File: src/rtl/branch_sequencer.sv
// Registered branch/jump sequencer: owns the fetch PC, resolves branch/jump ops, drives flush and link writes.
// Latency: an accepted op updates pc/flush/link_we/addr_err one cycle later; flush then lasts FLUSH_CYCLES cycles.
// Backpressure: stall_i freezes the PC and blocks acceptance; ops presented while flushing are dropped. Optional BRANCH_STATS_EN adds op counters.
module branch_sequencer #(
  parameter int                ADDR_W       = 32,
  parameter logic [ADDR_W-1:0] RESET_PC     = '0,
  parameter int                INSTR_BYTES  = 4,
  parameter int                FLUSH_CYCLES = 2,
  parameter int                LINK_REG     = 31
) (
  input  logic              clk_i,
  input  logic              reset_i,
  input  logic              stall_i,
  input  logic              br_valid_i,
  input  logic [2:0]        br_op_i,
  input  logic              zero_i,
  input  logic              negative_i,
  input  logic [ADDR_W-1:0] br_pc_i,
  input  logic [ADDR_W-1:0] br_target_i,
  input  logic [ADDR_W-1:0] jump_target_i,
  input  logic [ADDR_W-1:0] reg_target_i,
  output logic [ADDR_W-1:0] pc_o,
  output logic              flush_o,
  output logic              link_we_o,
  output logic [4:0]        link_addr_o,
  output logic [ADDR_W-1:0] link_data_o,
  output logic              addr_err_o,
  output logic [31:0]       taken_cnt_o,
  output logic [31:0]       branch_cnt_o
);

  localparam logic [2:0] OP_NONE  = 3'b000;
  localparam logic [2:0] OP_BEQ   = 3'b001;
  localparam logic [2:0] OP_BGEZ  = 3'b010;
  localparam logic [2:0] OP_BALRN = 3'b011;
  localparam logic [2:0] OP_J     = 3'b100;
  localparam logic [2:0] OP_JAL   = 3'b101;
  localparam logic [2:0] OP_JPC   = 3'b110;
  localparam logic [2:0] OP_BNE   = 3'b111;

  localparam logic [ADDR_W-1:0] INC        = ADDR_W'(INSTR_BYTES);
  localparam logic [ADDR_W-1:0] ALIGN_MASK = ADDR_W'(INSTR_BYTES - 1);
  localparam logic [2:0]        CNT_INIT   = 3'(FLUSH_CYCLES - 1);
  localparam logic [4:0]        LINK_IDX   = 5'(LINK_REG);

  typedef enum logic {RUN, FLUSH} state_t;

  state_t            state_q, state_d;
  logic [2:0]        cnt_q, cnt_d;
  logic [ADDR_W-1:0] pc_q, pc_d;
  logic              flush_q, flush_d;
  logic              link_we_q, link_we_d;
  logic [ADDR_W-1:0] link_data_q, link_data_d;
  logic              addr_err_q, addr_err_d;

  logic              accept;
  logic              cond;
  logic              is_link;
  logic [ADDR_W-1:0] tgt;
  logic              misalign;
  logic              redirect;

  // Decode the op: taken condition, target source and whether it links.
  always_comb begin
    cond    = 1'b0;
    tgt     = br_target_i;
    is_link = 1'b0;
    case (br_op_i)
      OP_BEQ:   cond = zero_i;
      OP_BNE:   cond = !zero_i;
      OP_BGEZ:  cond = !negative_i;
      OP_BALRN: begin
        cond    = negative_i;
        tgt     = reg_target_i;
        is_link = 1'b1;
      end
      OP_J: begin
        cond = 1'b1;
        tgt  = jump_target_i;
      end
      OP_JAL: begin
        cond    = 1'b1;
        tgt     = jump_target_i;
        is_link = 1'b1;
      end
      OP_JPC: begin
        cond = 1'b1;
        tgt  = reg_target_i;
      end
      default: cond = 1'b0;
    endcase
  end

  assign accept   = br_valid_i && !stall_i && (state_q == RUN) && (br_op_i != OP_NONE);
  assign misalign = |(tgt & ALIGN_MASK);
  // A misaligned taken target degrades to a sequential step plus an error pulse.
  assign redirect = accept && cond && !misalign;

  // Next-state and registered-output logic; flush stays high while the counter drains.
  always_comb begin
    state_d     = state_q;
    cnt_d       = cnt_q;
    flush_d     = 1'b0;
    pc_d        = stall_i ? pc_q : pc_q + INC;
    link_we_d   = redirect && is_link;
    addr_err_d  = accept && cond && misalign;
    link_data_d = link_we_d ? br_pc_i + INC : link_data_q;
    case (state_q)
      RUN: begin
        if (redirect) begin
          state_d = FLUSH;
          cnt_d   = CNT_INIT;
          flush_d = 1'b1;
          pc_d    = tgt;
        end
      end
      FLUSH: begin
        // Counter drains even under stall so the flush window has fixed length.
        if (cnt_q == 3'd0) begin
          state_d = RUN;
        end else begin
          cnt_d   = cnt_q - 3'd1;
          flush_d = 1'b1;
        end
      end
      default: state_d = RUN;
    endcase
  end

  // State and output registers with synchronous reset.
  always_ff @(posedge clk_i) begin
    if (reset_i) begin
      state_q     <= RUN;
      cnt_q       <= 3'd0;
      pc_q        <= RESET_PC;
      flush_q     <= 1'b0;
      link_we_q   <= 1'b0;
      link_data_q <= '0;
      addr_err_q  <= 1'b0;
    end else begin
      state_q     <= state_d;
      cnt_q       <= cnt_d;
      pc_q        <= pc_d;
      flush_q     <= flush_d;
      link_we_q   <= link_we_d;
      link_data_q <= link_data_d;
      addr_err_q  <= addr_err_d;
    end
  end

  assign pc_o        = pc_q;
  assign flush_o     = flush_q;
  assign link_we_o   = link_we_q;
  assign link_addr_o = LINK_IDX;
  assign link_data_o = link_data_q;
  assign addr_err_o  = addr_err_q;

`ifdef BRANCH_STATS_EN
  logic [31:0] taken_cnt_q;
  logic [31:0] branch_cnt_q;

  // Saturating counters of accepted ops and of successful redirects.
  always_ff @(posedge clk_i) begin
    if (reset_i) begin
      taken_cnt_q  <= '0;
      branch_cnt_q <= '0;
    end else begin
      if (accept && (branch_cnt_q != 32'hFFFF_FFFF)) branch_cnt_q <= branch_cnt_q + 32'd1;
      if (redirect && (taken_cnt_q != 32'hFFFF_FFFF)) taken_cnt_q <= taken_cnt_q + 32'd1;
    end
  end

  assign taken_cnt_o  = taken_cnt_q;
  assign branch_cnt_o = branch_cnt_q;
`else
  assign taken_cnt_o  = 32'd0;
  assign branch_cnt_o = 32'd0;
`endif

endmodule
File: config.mk
export PLATFORM = sky130hd
export DESIGN_NAME = branch_sequencer
export DESIGN_NICKNAME = d
export VERILOG_FILES = /design/src/rtl/branch_sequencer.sv
export SDC_FILE = /design/constraint.sdc
export NUM_CORES = 1
export LEC_CHECK = 0
export BUFFER_PORTS_ARGS = -buffer_cell sky130_fd_sc_hd__buf_2
export CAP_MARGIN = 5
export CORE_UTILIZATION = 48
export CTS_CLUSTER_DIAMETER = 30
export CTS_CLUSTER_SIZE = 16
export DETAILED_ROUTE_END_ITERATION = 6
export GPL_TIMING_DRIVEN = 1
export PLACE_DENSITY = 0.82
export SLEW_MARGIN = 20
export SYNTH_ARGS = -nofsm -noshare
export SYNTH_HDL_FRONTEND = slang
export SYNTH_SLANG_ARGS = --single-unit
File: constraint.sdc
create_clock -name clk_i -period 1.9 [get_ports clk_i]
set_input_delay 0 -clock clk_i [delete_from_list [all_inputs] [get_ports clk_i]]
set_output_delay 0 -clock clk_i [all_outputs]
set_load 0.02 [all_outputs]
* After elaboration in Yosys (flattened, before gate mapping) *
Index checks and enable logic that the tools add are counted.
W data, S select, Z words.

cells by class
  equal/unequal tests = 9
  mux-type cells = 12
  div/mod/pow operators = 0
  reduce and logical (&&, ||, !) cells = 19
  add/subtract/negate cells = 3
  shift-type cells = 0
  $mul = 0
  bitwise gates (word level) = 1
  order comparisons = 0

operators with widths
  kind                     count
  $mux W32                 3
  $add A32 B3 Y32 const B  2
  $pmux W32 S2             1
  $eq A3 B3 Y1 const B     4
  $reduce_or A2 Y1         4
  $logic_and A1 B1 Y1      7
  $eq A3 B2 Y1 const B     2
  $mux W3                  2
  $pmux W3 S2              1
  $pmux W1 S5              1
  $logic_not A1 Y1         4
  $ne A2 B2 Y1 const B     2
  $eq A3 B1 Y1 const B     1
  $logic_not A3 Y1         1
  $mux W1                  3
  $reduce_bool A3 Y1       1
  $reduce_or A3 Y1         1
  $sub A3 B1 Y3 const B    1
  $pmux W1 S2              1
  $reduce_and A2 Y1        1
  $not A1 Y1               1

word-level totals
  output and inout port bits = 136
  bits in writable memories = 0
  logic and storage cells = 50
  input bits = 137
  ROM bits = 0
  memories kept = 0
  flip-flop bits (word level) = 70
  bits in latches = 0

* Depth between registers and ports, before layout *
Gate-level depths: netlist (run 1).

  word-level depth = 8
  depth in mapped cells = 8
  mapped depth without buffers = 7

* Least setup slack after synthesis (run 1) *
Ideal clock, no wire load.

  path kind = register to register
  start = register pc_q[2] (netlist: pc_o[2])
  end = register pc_q[16] (netlist: pc_o[16])
  arrival time = 1.852 ns
  required time = 1.819 ns
  buffers on the path = 0
  path slack = -0.034 ns
  stages on the path, launching flop included = 7
  cells stage by stage = dfxtp_1 ha_1 nand4b_1 nor4_2 nand4_1 xor2_1 a211oi_2

on the way
  cells in the longest elaborated chain, start to end = 4

RTL lines
  item                    line  RTL
  start, declared         50    logic [ADDR_W-1:0] pc_q, pc_d;
  start signal, assigned  143   pc_q <= pc_d;
  $add A32 B3 Y32 *       104   pc_d = stall_i ? pc_q : pc_q + INC;
  $mux W32 *              104
  $mux W32                110   if (redirect) begin
  $mux W32 *              108   case (state_q)

Every way passes the cells marked *; elsewhere a longest branch is shown, timed or not.
A chain may end at the register's enable or synchronous reset.

* Final worst setup path (run 1) *
  start = input br_pc_i[2]
  end = register link_data_q[26] (netlist: link_data_o[26])

on the way
  cells in the longest elaborated chain, start to end = 1

RTL lines
  item                  line  RTL
  start, declared       18    input logic [ADDR_W-1:0] br_pc_i,
  $add A32 B3 Y32       107   link_data_d = link_we_d ? br_pc_i + INC : link_data_q;
  end signal, assigned  146   link_data_q <= link_data_d;
  end, declared         53    logic [ADDR_W-1:0] link_data_q, link_data_d;

No other way between the ends.

==> results of run 1 <==
power by group through the flow:
stage	sequential (mW)	combinational, mW	clock (mW)
floorplan	1.66	0.703	0
global placement	1.60	1.01	0
detailed placement	1.60	1.02	0
CTS	1.57	1.04	1.55
global route	1.58	1.13	1.61
finish	1.57	1.04	1.52
sequential cells by signal (all words and copies together), names as in the netlist:
register / count
link_we_o: 1
flush_o: 1
addr_err_o: 1
cnt_q: 3
pc_o: 32
link_data_o: 32
synthesized netlist by cell type, types with 2 or more instances:
cell / count
nand4_1: 15
xnor2_1: 19
conb_1: 2
a211oi_1: 30
clkbuf_1: 28
and4_1: 9
mux2i_1: 63
nand3_1: 22
and3_1: 9
xor2_1: 39
nor4_2: 4
dfxtp_1: 70
and4b_1: 2
nor2b_1: 4
nand4b_1: 2
ha_1: 4
nand2_1: 79
buf_2: 11
nor4_1: 5
o21ai_0: 60
nand2b_1: 2
nor3b_1: 3
a21oi_1: 4
buf_4: 70
a31oi_1: 3
nor2_1: 47
inv_1: 7
a211oi_2: 55
buf_6: 7
nor3_1: 8
what timing repair did:
action | in CTS | in global routing
setup endpoints to repair | 0 | 7
endpoints found under the hold margin | 6 | 0
gates resized for setup | 0 | 1
hold buffers | 6 | 0
buffers inserted | 0 | 2
area by class of cell:
| class | instances | area [sq um] | share of cell area |
|---|---|---|---|
| Inverter | 8 | 30.0 | 0.00420 |
| Clock buffer | 12 | 246 | 0.0345 |
| Timing Repair Buffer | 243 | 1390 | 0.195 |
| Multi-Input combinational cell | 569 | 3880 | 0.542 |
| Clock inverter | 4 | 22.5 | 0.00315 |
| Sequential cell | 70 | 1400 | 0.196 |
| Tap cell | 143 | 179 | 0.0250 |
layer usage:
metal / wire [um] / part of all wire / track usage / vias to the layer above
met5: 36 / 0.0023 / 0 / -
met2: 7690 / 0.49 / 0.429 / 231
met1: 6540 / 0.42 / 0.295 / 2585
met4: 161 / 0.010 / 0.0658 / 6
met3: 1280 / 0.082 / 0.0670 / 18
li1: - / - / - / 2772
placed cells by master (no fill, tap or decap), drive strengths merged:
master         n
and2           1
a211oi        85
o22a           1
nor2          47
and4b          2
mux2i         63
nand2b         2
o21ai         61
mux2           1
nand2         79
ha             4
nor3b          3
inv            8
dlygate4sd3    6
a22oi          1
a21boi         1
nand4         15
nand4b         2
a21oi          4
clkinv         3
nor4          10
conb          69
and4           9
or4            1
a31oi          3
nor2b          4
o311a          1
nand3         22
clkinvlp       1
o32ai          1
nor3           8
buf          237
clkbuf        12
xnor2         19
and3           9
xor2          39
and3b          1
dfxtp         70
a41o           1
worst min-delay path by stage:
stage | cells after the start | end
detailed placement | 3 | link_data_o[0]$_SDFFE_PP0P_
global placement | 3 | link_data_o[0]$_SDFFE_PP0P_
global route | 3 | link_data_o[14]$_SDFFE_PP0P_
CTS | 3 | link_data_o[14]$_SDFFE_PP0P_
finish | 3 | link_data_o[14]$_SDFFE_PP0P_
floorplan | 1 | link_data_o[2]$_SDFFE_PP0P_
stage by stage:
stage                     hold slack (ns)  TNS [ns]  worst slack [ns]  cells  instance area, sq um
after floorplan                    0.0957    -0.119           -0.0308    764                  6060
after global placement              0.241         0             0.111   1025                  6800
after detailed placement            0.259         0            0.0771   1025                  6800
after CTS                          0.0122         0            0.0807   1047                  7130
after global routing               0.0348         0          0.000768   1049                  7150
final                              0.0232         0            0.0872   1049                  7150
tightest hold or removal path, cell delays in order:
cell	delay, ns
buf_2	0.11
xnor2_1	0.11
a211oi_1	0.06
logic make-up (layout without fill, tap and decap cells):
kind of cell | count (synthesis) | in the layout
xor gates and xnor gates | 58 | 58
muxes | 64 | 64
buffers and inverters | 125 | 267
AOI/OAI and AO/OA | 159 | 159
and+or+nand+nor | 215 | 215
DFF | 70 | 70
adders and majority gates | 4 | 4
other | 2 | 69
==> flow_summary.yaml, run 1 <==
yosys:
  synth_compound_area_frac: 0.227
  synth.distinct_cells: 44
  synth_flop_cell: "dfxtp_1"
  synth_fa_ha_area_frac: 0.00863
  yosys.area_share.simple: 0.185
  synth_top_area_cell: "dfxtp_1"
  syn_avg_cell_area_sq_um: 8.32
  synthCells: 697
  synth_seq_cells: 70
  synth_top_family_by_area: "compound AO/OA/AOI/OAI gates"
  synth_edf_count: 0
  yosysTopAreaCellShare: 0.242
  syn_area_sq_mm: 0.00580
  synth_area_leaders: "dfxtp_1 24%, a211oi_2 12%, mux2i_1 11%"
  synthArstFlopShare: 0
  yosys_warnings: 0
  yosysSeqAreaShare: 0.242
  synth-xor-area-share: 0.0876
  muxShareOfSynthArea: 0.111
die:
  core_sq_mm: 0.0116
  dieArea_sq_mm: 0.0125
  die_w_um: 112
  die_height_um: 112
  pin_count: 273
  start_util: 0.499
  num_rows: 39
pwr:
  p_leak_nw: 3.15
  internal_power_mw: 2.83
  ir_worst_vdd_v: 0.000338
  p_per_area_mw_per_mm2: 578
  p_seq_frac: 0.380
  p_sw_mw: 1.31
  swShare: 0.316
  power_mw: 4.14
  clkPwrFrac: 0.369
  power.share.combinational: 0.252
setup_path:
  crit_chain: "dlygate4sd3_1, buf_2, ha_1, nand3_1, nor4_2, buf_4, nand3_1, xor2_1, a211oi_1"
  cp.required_ns: 2.13
  critical_path_class: "in -> reg"
  max_stage_delay_ns: 0.52
  cp_max_fo: 6
  r2r-start: "pc_o[15]$_SDFF_PP0_"
  critPathSlowestCell: "dlygate4sd3_1"
  rr_worst_depth: 6
  crit_end: "link_data_o[26]$_SDFFE_PP0P_"
  worstSetupStartpoint: "br_pc_i[2]"
  path_common_cell: "nand3_1"
  critPathLaunchType: "input pin"
  rrSetupSlack_ns: 0.15
  critical_path.top_delay_family: "buffers and inverters"
  cp.arrival_ns: 2.04
  worst-path-stages: 9
  crit_path_end_kind: "flop"
  r2r-end: "pc_o[31]$_SDFF_PP0_"
  crit_buf_inv: 3
clock_tree:
  cts_sinks: 70
  clk_latency_ns: 0.32
  ctsLongestPathBuffers: 2
  clockRootBuffer: "clkbuf_16"
  cts_tree: "built"
  h-tree-depth: 3
  clkTransAtPathRegs_ns: 0.06
  cts_buffers: 9
global_routing:
  grt_pass1_wl_mm: 25.0
  antenna_found_initial: 3
  grt_max_degree: 63
  grt-ovfl-total: 0
  grt_pass1_vias: 5124
  grt_usage: 0.246
run_status:
  violations: "design-rule violations"
  run_status: "finished with violations"
hold_path:
  hold_class: "in -> reg"
  hold_start: "br_pc_i[14]"
timing:
  setup_viol: 0
  post-route-min-period_ns: 1.81
  rsz0062_at_grt: "no"
  hold_viol_final: 0
  final.period_utilization: 0.954
  slew_violations: 0
  fmax_mhz: 552
  slew_headroom: 0.522
  tightest_slew_ns: 0.717
  finalClockSkew_ns: 0.00969
placed_design:
  dp_hpwl_mm: 11.8
  numPortBuffers: 203
  gp_congestion: 0.852
drt:
  post-route-drc-count: 18
  routed_via_density: 5.35
  drtIter0Drc: 297
  wl_mm: 15.7
  drtAntennaViolNets: 0
  wl_per_cell_um: 15.0
  dr_total_vias: 5612
  dr.pass1.iters: 7
layout:
  finalCoreUtilization: 0.616
  nFillCells: 1059
  drive_gt1_frac: 0.352
  syn2layout_area_growth_pct: 23.3
  finish.net_count: 1042
  antenna_cells: 0
run:
  drv_cap: 0
Note: power is estimated with default switching activity, not from simulation.
==> run 2: changes to the inputs <==
--- a/config.mk
+++ b/config.mk
@@ -5,14 +5,14 @@
 export SDC_FILE = /design/constraint.sdc
 export NUM_CORES = 1
 export LEC_CHECK = 0
-export BUFFER_PORTS_ARGS = -buffer_cell sky130_fd_sc_hd__buf_2
+export BUFFER_PORTS_ARGS = -buffer_cell sky130_fd_sc_hd__buf_4
 export CAP_MARGIN = 5
 export CORE_UTILIZATION = 48
 export CTS_CLUSTER_DIAMETER = 30
 export CTS_CLUSTER_SIZE = 16
 export DETAILED_ROUTE_END_ITERATION = 6
 export GPL_TIMING_DRIVEN = 1
-export PLACE_DENSITY = 0.82
+export PLACE_DENSITY = 0.94
 export SLEW_MARGIN = 20
 export SYNTH_ARGS = -nofsm -noshare
 export SYNTH_HDL_FRONTEND = slang
==> run 2 against run 1 <==
  * The run still ends with design-rule violations left
  * Worst setup slack lost 0.0032 ns
  * Clock skew shrank 0.0063 ns
  * Critical path depth shrank 2
  * Cell area grew 8.1%
  * Sequential power is essentially flat
  * Critical path type is now reg -> reg
  * Largest power group is now the clock network
==> flow_summary.yaml, run 2 (synthesized netlist as in run 1, its figures left out) <==
run_status:
  run_status: "finished with violations"
  violations: "design-rule violations"
setup_path:
  worstSetupStartpoint: "flush_o$_SDFF_PP0_"
  path_common_cell: "buf_4"
  crit_end: "pc_o[2]$_SDFF_PP0_"
  worst-path-stages: 7
  critical_path.top_delay_family: "simple AND/OR/NAND/NOR gates"
  r2r-start: "flush_o$_SDFF_PP0_"
  r2r-end: "pc_o[2]$_SDFF_PP0_"
  crit_buf_inv: 2
  critPathLaunchType: "flop"
  rr_worst_depth: 7
  critical_path_class: "reg -> reg"
  crit_chain: "nor2_1, nand2_1, buf_4, nor4_1, buf_4, o21ai_0, a21oi_1"
  rrSetupSlack_ns: 0.08
  cp_max_fo: 3
  cp.required_ns: 2.15
  cp.arrival_ns: 2.07
  max_stage_delay_ns: 0.55
  critPathSlowestCell: "nor4_1"
  crit_path_end_kind: "flop"
global_routing:
  grt-ovfl-total: 0
  grt_max_degree: 63
  antenna_found_initial: 1
  grt_usage: 0.267
  grt_pass1_wl_mm: 26.6
  grt_pass1_vias: 5544
layout:
  drive_gt1_frac: 0.352
  antenna_cells: 0
  final_cell_mix: "233 x buf_4, 79 x nand2_1, 69 x conb_1, 69 x dfxtp_1, 63 x mux2i_1"
  nFillCells: 963
  final_common_cell: "buf_4"
  finish.net_count: 1047
  syn2layout_area_growth_pct: 33.3
pwr:
  power_mw: 4.44
  ir_worst_vdd_v: 0.000336
  p_seq_frac: 0.355
  p_sw_mw: 1.33
  power.share.combinational: 0.261
  p_per_area_mw_per_mm2: 574
  internal_power_mw: 3.11
  clkPwrFrac: 0.384
  swShare: 0.300
  p_leak_nw: 3.30
drt:
  post-route-drc-count: 17
  routed_via_density: 5.43
  drtAntennaViolNets: 0
  dr_total_vias: 5719
  drtIter0Drc: 311
  dr.pass1.iters: 7
  wl_per_cell_um: 16.3
  wl_mm: 17.1
clock_tree:
  cts_setup_buffers: 0
  clockRootBuffer: "clkbuf_16"
  h-tree-depth: 3
  cts_buffers: 9
  cts_tree: "built"
  ctsLongestPathBuffers: 2
  clk_latency_ns: 0.33
  clkTransAtPathRegs_ns: 0.06
  cts_sinks: 70
die:
  die_w_um: 112
  die_height_um: 112
  dieArea_sq_mm: 0.0125
  pin_count: 273
  core_sq_mm: 0.0116
  num_rows: 39
  start_util: 0.499
timing:
  final.period_utilization: 0.956
  tightest_slew_ns: 0.641
  setup_viol: 0
  slew_violations: 0
  slew_headroom: 0.569
  fmax_mhz: 551
  finalClockSkew_ns: 0.00341
  hold_viol_final: 0
  setup_ws_ns: 0.0840
  rsz0062_at_grt: "no"
  post-route-min-period_ns: 1.82
hold_path:
  hold_class: "in -> reg"
placed_design:
  dp_hpwl_mm: 12.9
  place_ws_ns: 0.0508
  numPortBuffers: 203
  gp_congestion: 0.919
run:
  drv_cap: 0
-- run 2: timing repair --
item / CTS / global route
gates resized for setup: 0 / 2
endpoints found under the hold margin: 11 / 0
setup endpoints to repair: 0 / 1
hold buffers: 11 / 0
-- run 2: layout make-up --
cell class | instances | area [sq um] | share of cell area
Multi-Input combinational cell | 569 | 3880 | 0.502
Timing Repair Buffer | 248 | 1940 | 0.251
Sequential cell | 70 | 1400 | 0.181
Clock buffer | 12 | 256 | 0.0332
Tap cell | 143 | 179 | 0.0231
Clock inverter | 4 | 45.0 | 0.00583
Inverter | 8 | 30.0 | 0.00388
-- run 2: per-stage QoR --
step                cells  setup TNS [ns]  hold slack (ns)  cell area (sq um)   util
floorplan             764          -0.119           0.0957               6060      -
finish               1054               0          0.00977               7730  0.666
detailed placement   1027               0            0.231               7310  0.630
global route         1054               0           0.0283               7730  0.666
global placement     1027               0            0.222               7310  0.630
CTS                  1054               0         0.000736               7730  0.665
-- run 2: how the worst min path moves through the flow --
stage	from	end	slack, ns	depth (start not counted)
CTS	br_pc_i[16]	link_data_o[16]$_SDFFE_PP0P_	0.0007	3
finish	br_pc_i[31]	link_data_o[31]$_SDFFE_PP0P_	0.01	3
floorplan	br_pc_i[2]	link_data_o[2]$_SDFFE_PP0P_	0.1	1
detailed placement	br_pc_i[2]	link_data_o[2]$_SDFFE_PP0P_	0.23	2
global placement	br_pc_i[2]	link_data_o[2]$_SDFFE_PP0P_	0.22	2
global route	br_pc_i[16]	link_data_o[16]$_SDFFE_PP0P_	0.03	3
-- run 2: worst min-delay path, stage by stage --
cell and delay, ns:
buf_4 0.08, xor2_1 0.13, a211oi_1 0.08
-- run 2: power groups by stage --
| stage | sequential (mW) | clock [mW] | combinational, mW |
|---|---|---|---|
| finish | 1.57 | 1.70 | 1.16 |
| global route | 1.58 | 1.80 | 1.24 |
| CTS | 1.57 | 1.73 | 1.15 |
| detailed placement | 1.60 | 0 | 1.13 |
| global placement | 1.60 | 0 | 1.10 |
| floorplan | 1.66 | 0 | 0.703 |
-- run 2: per-layer routing --
metal | share of wire | global-route usage
met5 | 0.00076 | 0
met4 | 0.024 | 0.112
met3 | 0.086 | 0.0659
met2 | 0.51 | 0.499
met1 | 0.38 | 0.283
==> run 3: changes to the inputs <==
==> constraint.sdc (replaced) <==
create_clock -name clk_i -period 1.9 [get_ports clk_i]
set_input_delay 0.285 -clock clk_i [delete_from_list [all_inputs] [get_ports clk_i]]
set_output_delay 0.285 -clock clk_i [all_outputs]
set_load 0.02 [all_outputs]
==> run 3 against run 2 <==
  * The run still ends with design-rule violations left
  * Global-route usage decreased by 0.80 points
  * Clock-buffer cell count decreased by 1
  * Flip-flop and latch count unchanged
  * First-iteration DRC count increased by 9.0%
==> flow_summary.yaml, run 3 (synthesized netlist as in run 1, its figures left out) <==
setup_path:
  critical_path.top_delay_family: "simple AND/OR/NAND/NOR gates"
  rr_worst_depth: 7
  crit_buf_inv: 1
  critical_path_class: "reg -> reg"
  worst-path-stages: 7
  cp.arrival_ns: 2.03
  max_stage_delay_ns: 0.40
  crit_chain: "ha_1, nand4b_1, nor4_4, buf_4, nand4_1, xor2_1, a211oi_2"
  crit_path_end_kind: "flop"
  critPathLaunchType: "flop"
  r2r-start: "pc_o[3]$_SDFF_PP0_"
  cp.required_ns: 2.15
  rrSetupSlack_ns: 0.12
  worstSetupStartpoint: "pc_o[3]$_SDFF_PP0_"
  critPathSlowestCell: "dfxtp_1"
  cp_max_fo: 8
die:
  pin_count: 273
  die_w_um: 112
  core_sq_mm: 0.0116
  start_util: 0.499
  die_height_um: 112
  dieArea_sq_mm: 0.0125
  num_rows: 39
global_routing:
  antenna_found_initial: 0
  grt_pass1_wl_mm: 26.3
  grt_max_degree: 61
  grt_usage: 0.259
  grt-ovfl-total: 0
  grt_pass1_vias: 5503
layout:
  final_common_cell: "buf_4"
  fin_cells: 1053
  drive_gt1_frac: 0.364
  syn2layout_area_growth_pct: 34.7
  antenna_cells: 0
  nFillCells: 915
  layout.area.seq_sq_mm: 0.00140
  finish.net_count: 1046
  multiInputGateArea_sq_mm: 0.00387
  final_cell_mix: "240 x buf_4, 79 x nand2_1, 69 x conb_1, 69 x dfxtp_1, 63 x mux2i_1"
timing:
  fmax_mhz: 560
  hold-worst-slack_ns: 0.192
  rsz0062_at_grt: "no"
  final.period_utilization: 0.939
  finalClockSkew_ns: 0.00635
  setup_ws_ns: 0.115
  setup_viol: 0
  slew_violations: 0
  post-route-min-period_ns: 1.78
  hold_viol_final: 0
run_status:
  violations: "design-rule violations"
  run_status: "finished with violations"
hold_path:
  hold_class: "in -> reg"
  holdPathStages: 3
  hold_start: "br_pc_i[1]"
drt:
  drtIter0Drc: 339
  drtAntennaViolNets: 0
  post-route-drc-count: 17
  routed_via_density: 5.42
  dr_total_vias: 5704
  dr.pass1.iters: 6
  wl_mm: 16.7
  wl_per_cell_um: 15.9
clock_tree:
  cts_tree: "built"
  ctsLongestPathBuffers: 2
  clockRootBuffer: "clkbuf_16"
  hold_buffers: 0
  cts_sinks: 70
  h-tree-depth: 3
  cts_buffers: 9
  clk_latency_ns: 0.32
  clkTransAtPathRegs_ns: 0.06
pwr:
  power_mw: 4.87
  p_leak_nw: 3.34
  p_per_area_mw_per_mm2: 624
  ir_worst_vdd_v: 0.000378
placed_design:
  gp_congestion: 0.893
  numPortBuffers: 203
  dp_hpwl_mm: 12.9
  place_inst: 1036
  place_ws_ns: -0.132
run:
  drv_cap: 0
run 3: cell types whose count changed in the layout (fill, tap and decap cells not counted), moves of 3 or more:
cell           delta
buf_4             +7
buf_12            +3
dlygate4sd3_1    -11
clkinv_2          -3
bufinv_16         +3
run 3: path summary, 6_finish.rpt:
kind                                 endpoint
setup / recovery          pc_o[22]$_SDFF_PP0_
hold / removal    link_data_o[1]$_SDFFE_PP0P_
setup reg to reg          pc_o[22]$_SDFF_PP0_
hold reg to reg          pc_o[0]$_SDFFE_PP0P_
run 3: area by class of cell:
type | instances | area share
clock buffers | 11 | 0.0324
multi-input cells | 569 | 0.496
repair buffers | 247 | 0.249
flip-flops and latches | 70 | 0.180
clock inverters | 5 | 0.0165
well taps | 143 | 0.0229
inverters | 8 | 0.00384
run 3: worst min-delay path: stages:
cell and delay (ns):
buf_4 0.08, mux2i_1 0.05, nor2_1 0.07
run 3: report_power, final:
group / switching [mW] / leakage, nW / internal, mW
clock: 0.643 / 0.186 / 1.49
combinational: 0.656 / 2.59 / 0.511
sequential: 0.0490 / 0.568 / 1.52
run 3: timing repair:
item                                    4_1_cts  5_1_grt
hold endpoints to repair                      0        0
setup buffers                                 0        1
gates resized for setup                       0        1
endpoints found under the setup margin        0        2
run 3: stage by stage:
step                      cell area (sq um)  TNS, ns   util
after detailed placement               7420    -4.13  0.639
final                                  7810        0  0.672
after floorplan                        6070        0      -
after CTS                              7800        0  0.672
after global placement                 7420   -0.363  0.639
after global routing                   7810        0  0.672
run 3: routing by layer:
metal | global-route usage | routed length (um) | vias to the layer above
met3 | 0.0642 | 1550 | 26
met2 | 0.482 | 8580 | 240
li1 | - | - | 2776
met4 | 0.0955 | 276 | 0
met1 | 0.281 | 6290 | 2662
met5 | 0 | 0 | -
